$ cat src/rtl/riscv_v_scoreboard_pkg.sv
// Shared sizes, types and helpers for the vector register scoreboard.
package riscv_v_scoreboard_pkg;

  localparam int RISCV_V_NUM_VREGS  = 32;
  localparam int RISCV_V_ADDR_W     = $clog2(RISCV_V_NUM_VREGS);
  localparam int RISCV_V_SB_LAT_W   = 3;
  localparam int RISCV_V_SB_TIMEOUT = 4;
  localparam int RISCV_V_SB_TO_W    = $clog2(RISCV_V_SB_TIMEOUT + 1);

  typedef logic [RISCV_V_ADDR_W-1:0]    riscv_v_rf_addr_t;
  typedef logic [RISCV_V_SB_LAT_W-1:0]  riscv_v_sb_lat_t;
  typedef logic [RISCV_V_NUM_VREGS-1:0] riscv_v_busy_vec_t;
  typedef logic [RISCV_V_ADDR_W:0]      riscv_v_sb_cnt_t;
  typedef logic [RISCV_V_SB_TO_W-1:0]   riscv_v_sb_to_t;

  function automatic riscv_v_sb_cnt_t riscv_v_popcount(input riscv_v_busy_vec_t v);
    riscv_v_sb_cnt_t c;
    c = '0;
    for (int i = 0; i < RISCV_V_NUM_VREGS; i++) begin
      c = c + riscv_v_sb_cnt_t'(v[i]);
    end
    return c;
  endfunction

endpackage

$ cat src/rtl/riscv_v_scoreboard_if.sv
// ID-stage issue, write-back and kill signals plus stall/status returned by the scoreboard.
interface riscv_v_scoreboard_if;
  import riscv_v_scoreboard_pkg::*;

  logic              issue_valid_id;
  riscv_v_rf_addr_t  vs1_id;
  logic              vs1_used_id;
  riscv_v_rf_addr_t  vs2_id;
  logic              vs2_used_id;
  riscv_v_rf_addr_t  vd_id;
  logic              vd_wr_id;
  riscv_v_sb_lat_t   lat_id;
  logic              wb_valid;
  riscv_v_rf_addr_t  wb_addr;
  logic              flush;
  logic              clear_pipe;
  logic              stall;
  logic              issue_fire;
  riscv_v_busy_vec_t busy_vec;
  riscv_v_sb_cnt_t   pending_cnt;
  logic              err_timeout;

  modport master (
    output issue_valid_id, vs1_id, vs1_used_id, vs2_id, vs2_used_id,
           vd_id, vd_wr_id, lat_id, wb_valid, wb_addr, flush, clear_pipe,
    input  stall, issue_fire, busy_vec, pending_cnt, err_timeout
  );

  modport slave (
    input  issue_valid_id, vs1_id, vs1_used_id, vs2_id, vs2_used_id,
           vd_id, vd_wr_id, lat_id, wb_valid, wb_addr, flush, clear_pipe,
    output stall, issue_fire, busy_vec, pending_cnt, err_timeout
  );

endinterface

$ cat src/rtl/riscv_v_sb_entry.sv
// One vector register's pending-write tracker: busy flag, latency countdown, lost-WB timeout.
// Busy is visible the cycle after set; timeout_o pulses in the cycle the entry self-clears.
module riscv_v_sb_entry
  import riscv_v_scoreboard_pkg::*;
(
  input  logic            clk,
  input  logic            rst,
  input  logic            set_i,
  input  riscv_v_sb_lat_t lat_i,
  input  logic            retire_i,
  input  logic            kill_i,
  output logic            busy_o,
  output logic            timeout_o
);

  logic            busy_q;
  riscv_v_sb_lat_t cnt_q;
  riscv_v_sb_to_t  to_q;
  riscv_v_sb_lat_t lat_eff;

  assign lat_eff   = (lat_i == '0) ? riscv_v_sb_lat_t'(1) : lat_i;
  assign busy_o    = busy_q;
  // A set can only coincide with a busy entry when that entry is retiring, so it never masks a real loss.
  assign timeout_o = busy_q & (cnt_q == '0) &
                     (to_q == riscv_v_sb_to_t'(RISCV_V_SB_TIMEOUT - 1)) &
                     ~retire_i & ~kill_i & ~set_i;

  always_ff @(posedge clk or negedge rst) begin
    if (!rst) begin
      busy_q <= 1'b0;
      cnt_q  <= '0;
      to_q   <= '0;
    end else if (kill_i) begin
      busy_q <= 1'b0;
      cnt_q  <= '0;
      to_q   <= '0;
    end else if (set_i) begin
      busy_q <= 1'b1;
      cnt_q  <= lat_eff;
      to_q   <= '0;
    end else if (retire_i || timeout_o) begin
      busy_q <= 1'b0;
      cnt_q  <= '0;
      to_q   <= '0;
    end else if (busy_q) begin
      if (cnt_q != '0) begin
        cnt_q <= cnt_q - riscv_v_sb_lat_t'(1);
      end else begin
        to_q  <= to_q + riscv_v_sb_to_t'(1);
      end
    end
  end

endmodule

$ cat src/rtl/riscv_v_scoreboard.sv
// Vector RF scoreboard: RAW/WAW hazard stall for ID, flush/clear_pipe cancel, sticky lost-WB error.
// stall/issue_fire are combinational (zero latency); busy state updates at the next edge.
module riscv_v_scoreboard
  import riscv_v_scoreboard_pkg::*;
(
  input logic                  clk,
  input logic                  rst,
  riscv_v_scoreboard_if.slave  sb
);

  riscv_v_busy_vec_t busy;
  riscv_v_busy_vec_t retiring;
  riscv_v_busy_vec_t set_vec;
  riscv_v_busy_vec_t kill_vec;
  riscv_v_busy_vec_t to_vec;
  logic              raw, waw, stall, fire;
  riscv_v_rf_addr_t  last_vd_q, last_vd_d;
  logic              last_vd_valid_q, last_vd_valid_d;
  logic              err_q, err_d;

  always_comb begin
    retiring = '0;
    if (sb.wb_valid) retiring[sb.wb_addr] = 1'b1;
  end

  // A register being written back this cycle is already forwarded by the RF, so it does not hazard.
  assign raw   = (sb.vs1_used_id & busy[sb.vs1_id] & ~retiring[sb.vs1_id]) |
                 (sb.vs2_used_id & busy[sb.vs2_id] & ~retiring[sb.vs2_id]);
  assign waw   = sb.vd_wr_id & busy[sb.vd_id] & ~retiring[sb.vd_id];
  assign stall = sb.issue_valid_id & (raw | waw);
  assign fire  = sb.issue_valid_id & ~stall & ~sb.flush & ~sb.clear_pipe;

  always_comb begin
    set_vec  = '0;
    kill_vec = '0;
    if (fire && sb.vd_wr_id) set_vec[sb.vd_id] = 1'b1;
    if (sb.clear_pipe) begin
      kill_vec = '1;
    end else if (sb.flush && last_vd_valid_q) begin
      kill_vec[last_vd_q] = 1'b1;
    end
  end

  always_comb begin
    last_vd_d       = last_vd_q;
    last_vd_valid_d = 1'b0;
    if (fire && sb.vd_wr_id) begin
      last_vd_d       = sb.vd_id;
      last_vd_valid_d = 1'b1;
    end
    err_d = err_q | (|to_vec);
  end

  for (genvar i = 0; i < RISCV_V_NUM_VREGS; i++) begin : g_entry
    riscv_v_sb_entry u_entry (
      .clk       (clk),
      .rst       (rst),
      .set_i     (set_vec[i]),
      .lat_i     (sb.lat_id),
      .retire_i  (retiring[i]),
      .kill_i    (kill_vec[i]),
      .busy_o    (busy[i]),
      .timeout_o (to_vec[i])
    );
  end

  always_ff @(posedge clk or negedge rst) begin
    if (!rst) begin
      last_vd_q       <= '0;
      last_vd_valid_q <= 1'b0;
      err_q           <= 1'b0;
    end else begin
      last_vd_q       <= last_vd_d;
      last_vd_valid_q <= last_vd_valid_d;
      err_q           <= err_d;
    end
  end

  assign sb.stall       = stall;
  assign sb.issue_fire  = fire;
  assign sb.busy_vec    = busy;
  assign sb.pending_cnt = riscv_v_popcount(busy);
  assign sb.err_timeout = err_q;

endmodule
$ cat src/flat_wrapper.sv
// flat-port wrapper written by rule: the top's interface ports become plain ports
module riscv_v_scoreboard_flat import riscv_v_scoreboard_pkg::*;
  (clk, rst, sb_issue_valid_id, sb_vs1_id, sb_vs1_used_id, sb_vs2_id, sb_vs2_used_id, sb_vd_id, sb_vd_wr_id, sb_lat_id, sb_wb_valid, sb_wb_addr, sb_flush, sb_clear_pipe, sb_stall, sb_issue_fire, sb_busy_vec, sb_pending_cnt, sb_err_timeout);
  riscv_v_scoreboard_if sb_i ();
  input logic clk;
  input logic rst;
  input wire logic [$bits(sb_i.issue_valid_id)-1:0] sb_issue_valid_id;
  input wire logic [$bits(sb_i.vs1_id)-1:0] sb_vs1_id;
  input wire logic [$bits(sb_i.vs1_used_id)-1:0] sb_vs1_used_id;
  input wire logic [$bits(sb_i.vs2_id)-1:0] sb_vs2_id;
  input wire logic [$bits(sb_i.vs2_used_id)-1:0] sb_vs2_used_id;
  input wire logic [$bits(sb_i.vd_id)-1:0] sb_vd_id;
  input wire logic [$bits(sb_i.vd_wr_id)-1:0] sb_vd_wr_id;
  input wire logic [$bits(sb_i.lat_id)-1:0] sb_lat_id;
  input wire logic [$bits(sb_i.wb_valid)-1:0] sb_wb_valid;
  input wire logic [$bits(sb_i.wb_addr)-1:0] sb_wb_addr;
  input wire logic [$bits(sb_i.flush)-1:0] sb_flush;
  input wire logic [$bits(sb_i.clear_pipe)-1:0] sb_clear_pipe;
  output wire logic [$bits(sb_i.stall)-1:0] sb_stall;
  output wire logic [$bits(sb_i.issue_fire)-1:0] sb_issue_fire;
  output wire logic [$bits(sb_i.busy_vec)-1:0] sb_busy_vec;
  output wire logic [$bits(sb_i.pending_cnt)-1:0] sb_pending_cnt;
  output wire logic [$bits(sb_i.err_timeout)-1:0] sb_err_timeout;
  assign sb_i.issue_valid_id = sb_issue_valid_id;
  assign sb_i.vs1_id = sb_vs1_id;
  assign sb_i.vs1_used_id = sb_vs1_used_id;
  assign sb_i.vs2_id = sb_vs2_id;
  assign sb_i.vs2_used_id = sb_vs2_used_id;
  assign sb_i.vd_id = sb_vd_id;
  assign sb_i.vd_wr_id = sb_vd_wr_id;
  assign sb_i.lat_id = sb_lat_id;
  assign sb_i.wb_valid = sb_wb_valid;
  assign sb_i.wb_addr = sb_wb_addr;
  assign sb_i.flush = sb_flush;
  assign sb_i.clear_pipe = sb_clear_pipe;
  assign sb_stall = sb_i.stall;
  assign sb_issue_fire = sb_i.issue_fire;
  assign sb_busy_vec = sb_i.busy_vec;
  assign sb_pending_cnt = sb_i.pending_cnt;
  assign sb_err_timeout = sb_i.err_timeout;
  riscv_v_scoreboard u_core (.clk(clk), .rst(rst), .sb(sb_i));
endmodule
$ cat config.mk
export PLATFORM = sky130hd
export DESIGN_NAME = riscv_v_scoreboard_flat
export DESIGN_NICKNAME = d
export VERILOG_FILES = /design/src/rtl/riscv_v_scoreboard_pkg.sv /design/src/rtl/riscv_v_scoreboard_if.sv /design/src/rtl/riscv_v_sb_entry.sv /design/src/rtl/riscv_v_scoreboard.sv /design/src/flat_wrapper.sv
export SDC_FILE = /design/constraint.sdc
export NUM_CORES = 1
export LEC_CHECK = 0
export CAP_MARGIN = 5
export CORE_MARGIN = 5
export CORE_UTILIZATION = 40
export CTS_CLUSTER_SIZE = 25
export DETAILED_ROUTE_END_ITERATION = 10
export GPL_ROUTABILITY_DRIVEN = 1
export PLACE_DENSITY = 0.54
export RECOVER_POWER = 100
export SYNTH_ARGS = -nofsm -noshare
export SYNTH_HDL_FRONTEND = slang
export SYNTH_SLANG_ARGS = --single-unit
$ cat constraint.sdc
create_clock -name clk -period 7.9 [get_ports clk]
set_clock_uncertainty 0.05 [all_clocks]
set_input_delay 1.975 -clock clk [delete_from_list [all_inputs] [get_ports clk]]
set_output_delay 1.975 -clock clk [all_outputs]
set_load 0.01 [all_outputs]
==> results.yml <==
yosys:
  ys_async_sr_fraction: 1.00
  synth_edf_count: 0
  syn-num-nets: 2082
  yosys.cell_types.count: 82
  ys_seq_elements: 231
  syn_inst: 1890
  seq_area_frac_synth: 0.338
  syn-cell-area_um2: 17100
  yosysWarnings: 0
  ys.flop_type: "dfrtp_1"
  avgSynthCellArea_um2: 9.06
setup_path:
  r2r-end: "u_core.g_entry[6].u_entry.cnt_q[1]$_DFFE_PN0P_"
  r2r_slack_ps: 3640
  start_kind: "register"
  critPathCaptureType: "output pin"
  arrival_ps: 5740
  r2r_start: "u_core.g_entry[16].u_entry.busy_o$_DFFE_PN0P_"
  r2r_cells: 9
  crit_type: "reg -> out"
  cp.required_ps: 5880
  worstPathMaxFanout: 2
timing:
  setup_viol: 0
  max_freq_mhz: 129
  finalHoldViolations: 0
  final.min_clock_period_ps: 7760
  slew_headroom: -2.48
  final_max_slew_viol_count: 111
  hold_slack_ps: 486
  fin_crit_sh: 0.983
  rsz0062_at_grt: "yes"
  tightest_slew_ps: 5230
clock_tree:
  ctsHoldBuffers: 0
  clk_latency_ps: 570
  cts-root-buf: "clkbuf_16"
  cts_inserted_buffers: 28
  cts.reportedPaths.clkPinSlew_ps: 60
  cts_buffer_depth: 3
  cts.sinks: 231
  cts_tree: "built"
  cts-htree-levels: 1
floorplanning:
  die-area_um2: 47000
  io_pins: 73
  start_util: 0.406
  die_h_um: 217
  row_count: 75
  core_um2: 42100
  fp.dieW_um: 217
final_layout:
  final_cells: 2516
  syn_to_final_growth_pct: 14.2
  final_nets: 2147
  drive_gt1_frac: 0.111
  final_area_um2: 19500
  insertedDiodeCount: 0
routing:
  firstDrtPassIters: 5
  wl_um: 52700
  route.detailed.drc: 0
  via_count: 14100
  avgRoutedWirePerCell_um: 21.0
  drtAntennaViolNets: 0
  viasPerCell: 5.62
  drt_iter0_drc: 1123
placement:
  hpwl_um: 39300
  gp_congestion: 0.930
  dp.cells: 2463
  port_buffers: 72
  placed_area_um2: 18500
global_route:
  grt_start_max_net_pins: 123
  grtUsageMet2: 0.361
  grt_overflow: 0
  busiest_layer: "met2"
  grt_use_met3: 0.0393
  use_met1: 0.310
  grt_pass1_wl_um: 82500
  antenna_found_initial: 4
  grt_pass1_vias: 13800
  track_usage: 0.223
worst_hold_path:
  hold_depth: 2
  holdPathEnd: "u_core.g_entry[15].u_entry.cnt_q[1]$_DFFE_PN0P_"
  holdCritPathClass: "reg -> reg"
  hp-start: "u_core.g_entry[15].u_entry.cnt_q[1]$_DFFE_PN0P_"
run_status:
  status: "finished with violations"
  violations: "max-capacitance violations, max-slew violations"
job:
  drv_cap: 1
power_and_ir_drop:
  vdd_ir_drop_max_mv: 0.132
  pwr_density_cell_nw_per_um2: 149
  p_leak_nw: 8.71
## area by class of cell
class	instances	area, um^2
Multi-Input combinational cell	1380	10200
Clock inverter	16	246
Fill cell	4006	22600
Sequential cell	231	5780
Timing Repair Buffer	136	1200
Tap cell	539	674
Inverter	178	668
Clock buffer	36	791
## state kept, by name, summed over array words and instances, names as in the netlist
name and count:
u_core.g_entry.u_entry.cnt_q 96, u_core.g_entry.u_entry.to_q 96, u_core.last_vd_q 5, u_core.g_entry.u_entry.busy_o 32, u_core.last_vd_valid_q 1, u_core.sb.err_timeout 1
## cells by family (layout without fill, tap and decap cells)
| logic type | count (synthesis) | in the layout | synth area share |
|---|---|---|---|
| simple gates | 685 | 685 | 0.204 |
| compound gates | 308 | 308 | 0.121 |
| buf+inv | 279 | 366 | 0.0694 |
| flops | 231 | 231 | 0.338 |
| fa+ha+maj | 160 | 160 | 0.127 |
| mux | 152 | 152 | 0.102 |
| xor+xnor | 75 | 75 | 0.0384 |
## cell usage after synthesis (15+ instances only)
master	number	share of area
fa_1	24	0.028
and2_1	16	0.0058
dfrtp_1	231	0.34
buf_4	32	0.014
nor2_1	113	0.025
mux2_2	23	0.015
a21oi_1	89	0.026
or2_2	20	0.0073
nand2_1	198	0.043
mux2i_1	112	0.065
xnor2_1	61	0.031
nand2b_1	32	0.012
a221oi_1	17	0.0087
or3_1	15	0.0055
nand3_1	50	0.015
o21ai_0	53	0.015
mux4_2	15	0.020
nor3_1	126	0.037
a21o_1	15	0.0066
ha_1	136	0.099
a21boi_0	17	0.0075
nand4_1	15	0.0055
inv_1	178	0.039
nor3b_1	19	0.0083
clkbuf_1	50	0.011
## where the power goes
part / leakage [nW] / internal (mW) / switching [mW]
Clock: 0.510 / 0.901 / 0.542
Sequential: 3.20 / 1.19 / 0.0169
Combinational: 4.99 / 0.0792 / 0.185
## worst max-delay path by stage
stage,startpoint,to,slack [ps],cells after the start
global route,u_core.g_entry[0].u_entry.busy_o$_DFFE_PN0P_,sb_pending_cnt[4],-90,15
detailed placement,u_core.g_entry[0].u_entry.busy_o$_DFFE_PN0P_,sb_pending_cnt[4],20,15
CTS,u_core.g_entry[0].u_entry.busy_o$_DFFE_PN0P_,sb_pending_cnt[4],4,15
global placement,u_core.g_entry[1].u_entry.busy_o$_DFFE_PN0P_,sb_pending_cnt[4],40,15
floorplan,u_core.g_entry[1].u_entry.busy_o$_DFFE_PN0P_,sb_pending_cnt[4],620,14
finish,u_core.g_entry[0].u_entry.busy_o$_DFFE_PN0P_,sb_pending_cnt[4],140,15
## layout by cell type, fill, tap and decap left out, drive strengths merged, types with 17 or more instances in the layout
| cell type | instances |
|---|---|
| dfrtp | 231 |
| nand2 | 199 |
| inv | 178 |
| nor3 | 140 |
| ha | 136 |
| nor2 | 117 |
| mux2i | 112 |
| a21oi | 89 |
| buf | 65 |
| xnor2 | 61 |
| clkdlybuf4s50 | 55 |
| o21ai | 54 |
| nand3 | 51 |
| clkbuf | 37 |
| nand2b | 32 |
| mux2 | 25 |
| fa | 24 |
| or2 | 20 |
| nor3b | 19 |
| a221oi | 18 |
| a21boi | 18 |
| and2 | 17 |
## metal layers
layer  vias to the layer above  part of all wire
li1                       6696                 -
met1                      6929              0.45
met2                       413              0.46
met3                       101             0.060
met4                         8             0.031
met5                         -           0.00087
## critical path, stage by stage (launching register included)
cell	delay (ps)
dfrtp_1	390
ha_1	290
inv_2	40
fa_1	480
fa_1	520
fa_1	520
fa_1	560
fa_1	520
fa_1	530
inv_2	40
fa_2	370
fa_2	360
a21o_1	170
a21oi_2	130
xnor2_1	120
buf_2	140
## through the flow
stage | worst slack [ps] | total power, mW | utilization | setup TNS (ps)
2_1_floorplan | 620 | 1.36 | - | 0
3_3_place_gp | 41.2 | 1.49 | 0.439 | 0
3_5_place_dp | 19.6 | 1.49 | 0.439 | 0
4_1_cts | 3.77 | 2.95 | 0.464 | 0
5_1_grt | -91.3 | 3.02 | 0.464 | -91.3
6_report | 136 | 2.92 | 0.464 | 0
## what timing repair did
item                       CTS  global route
resized for setup           11             5
setup buffers                0             1
pin swaps                    4            13
setup endpoints to repair    5             3
No activity file was read; power rests on OpenSTA's default activity.
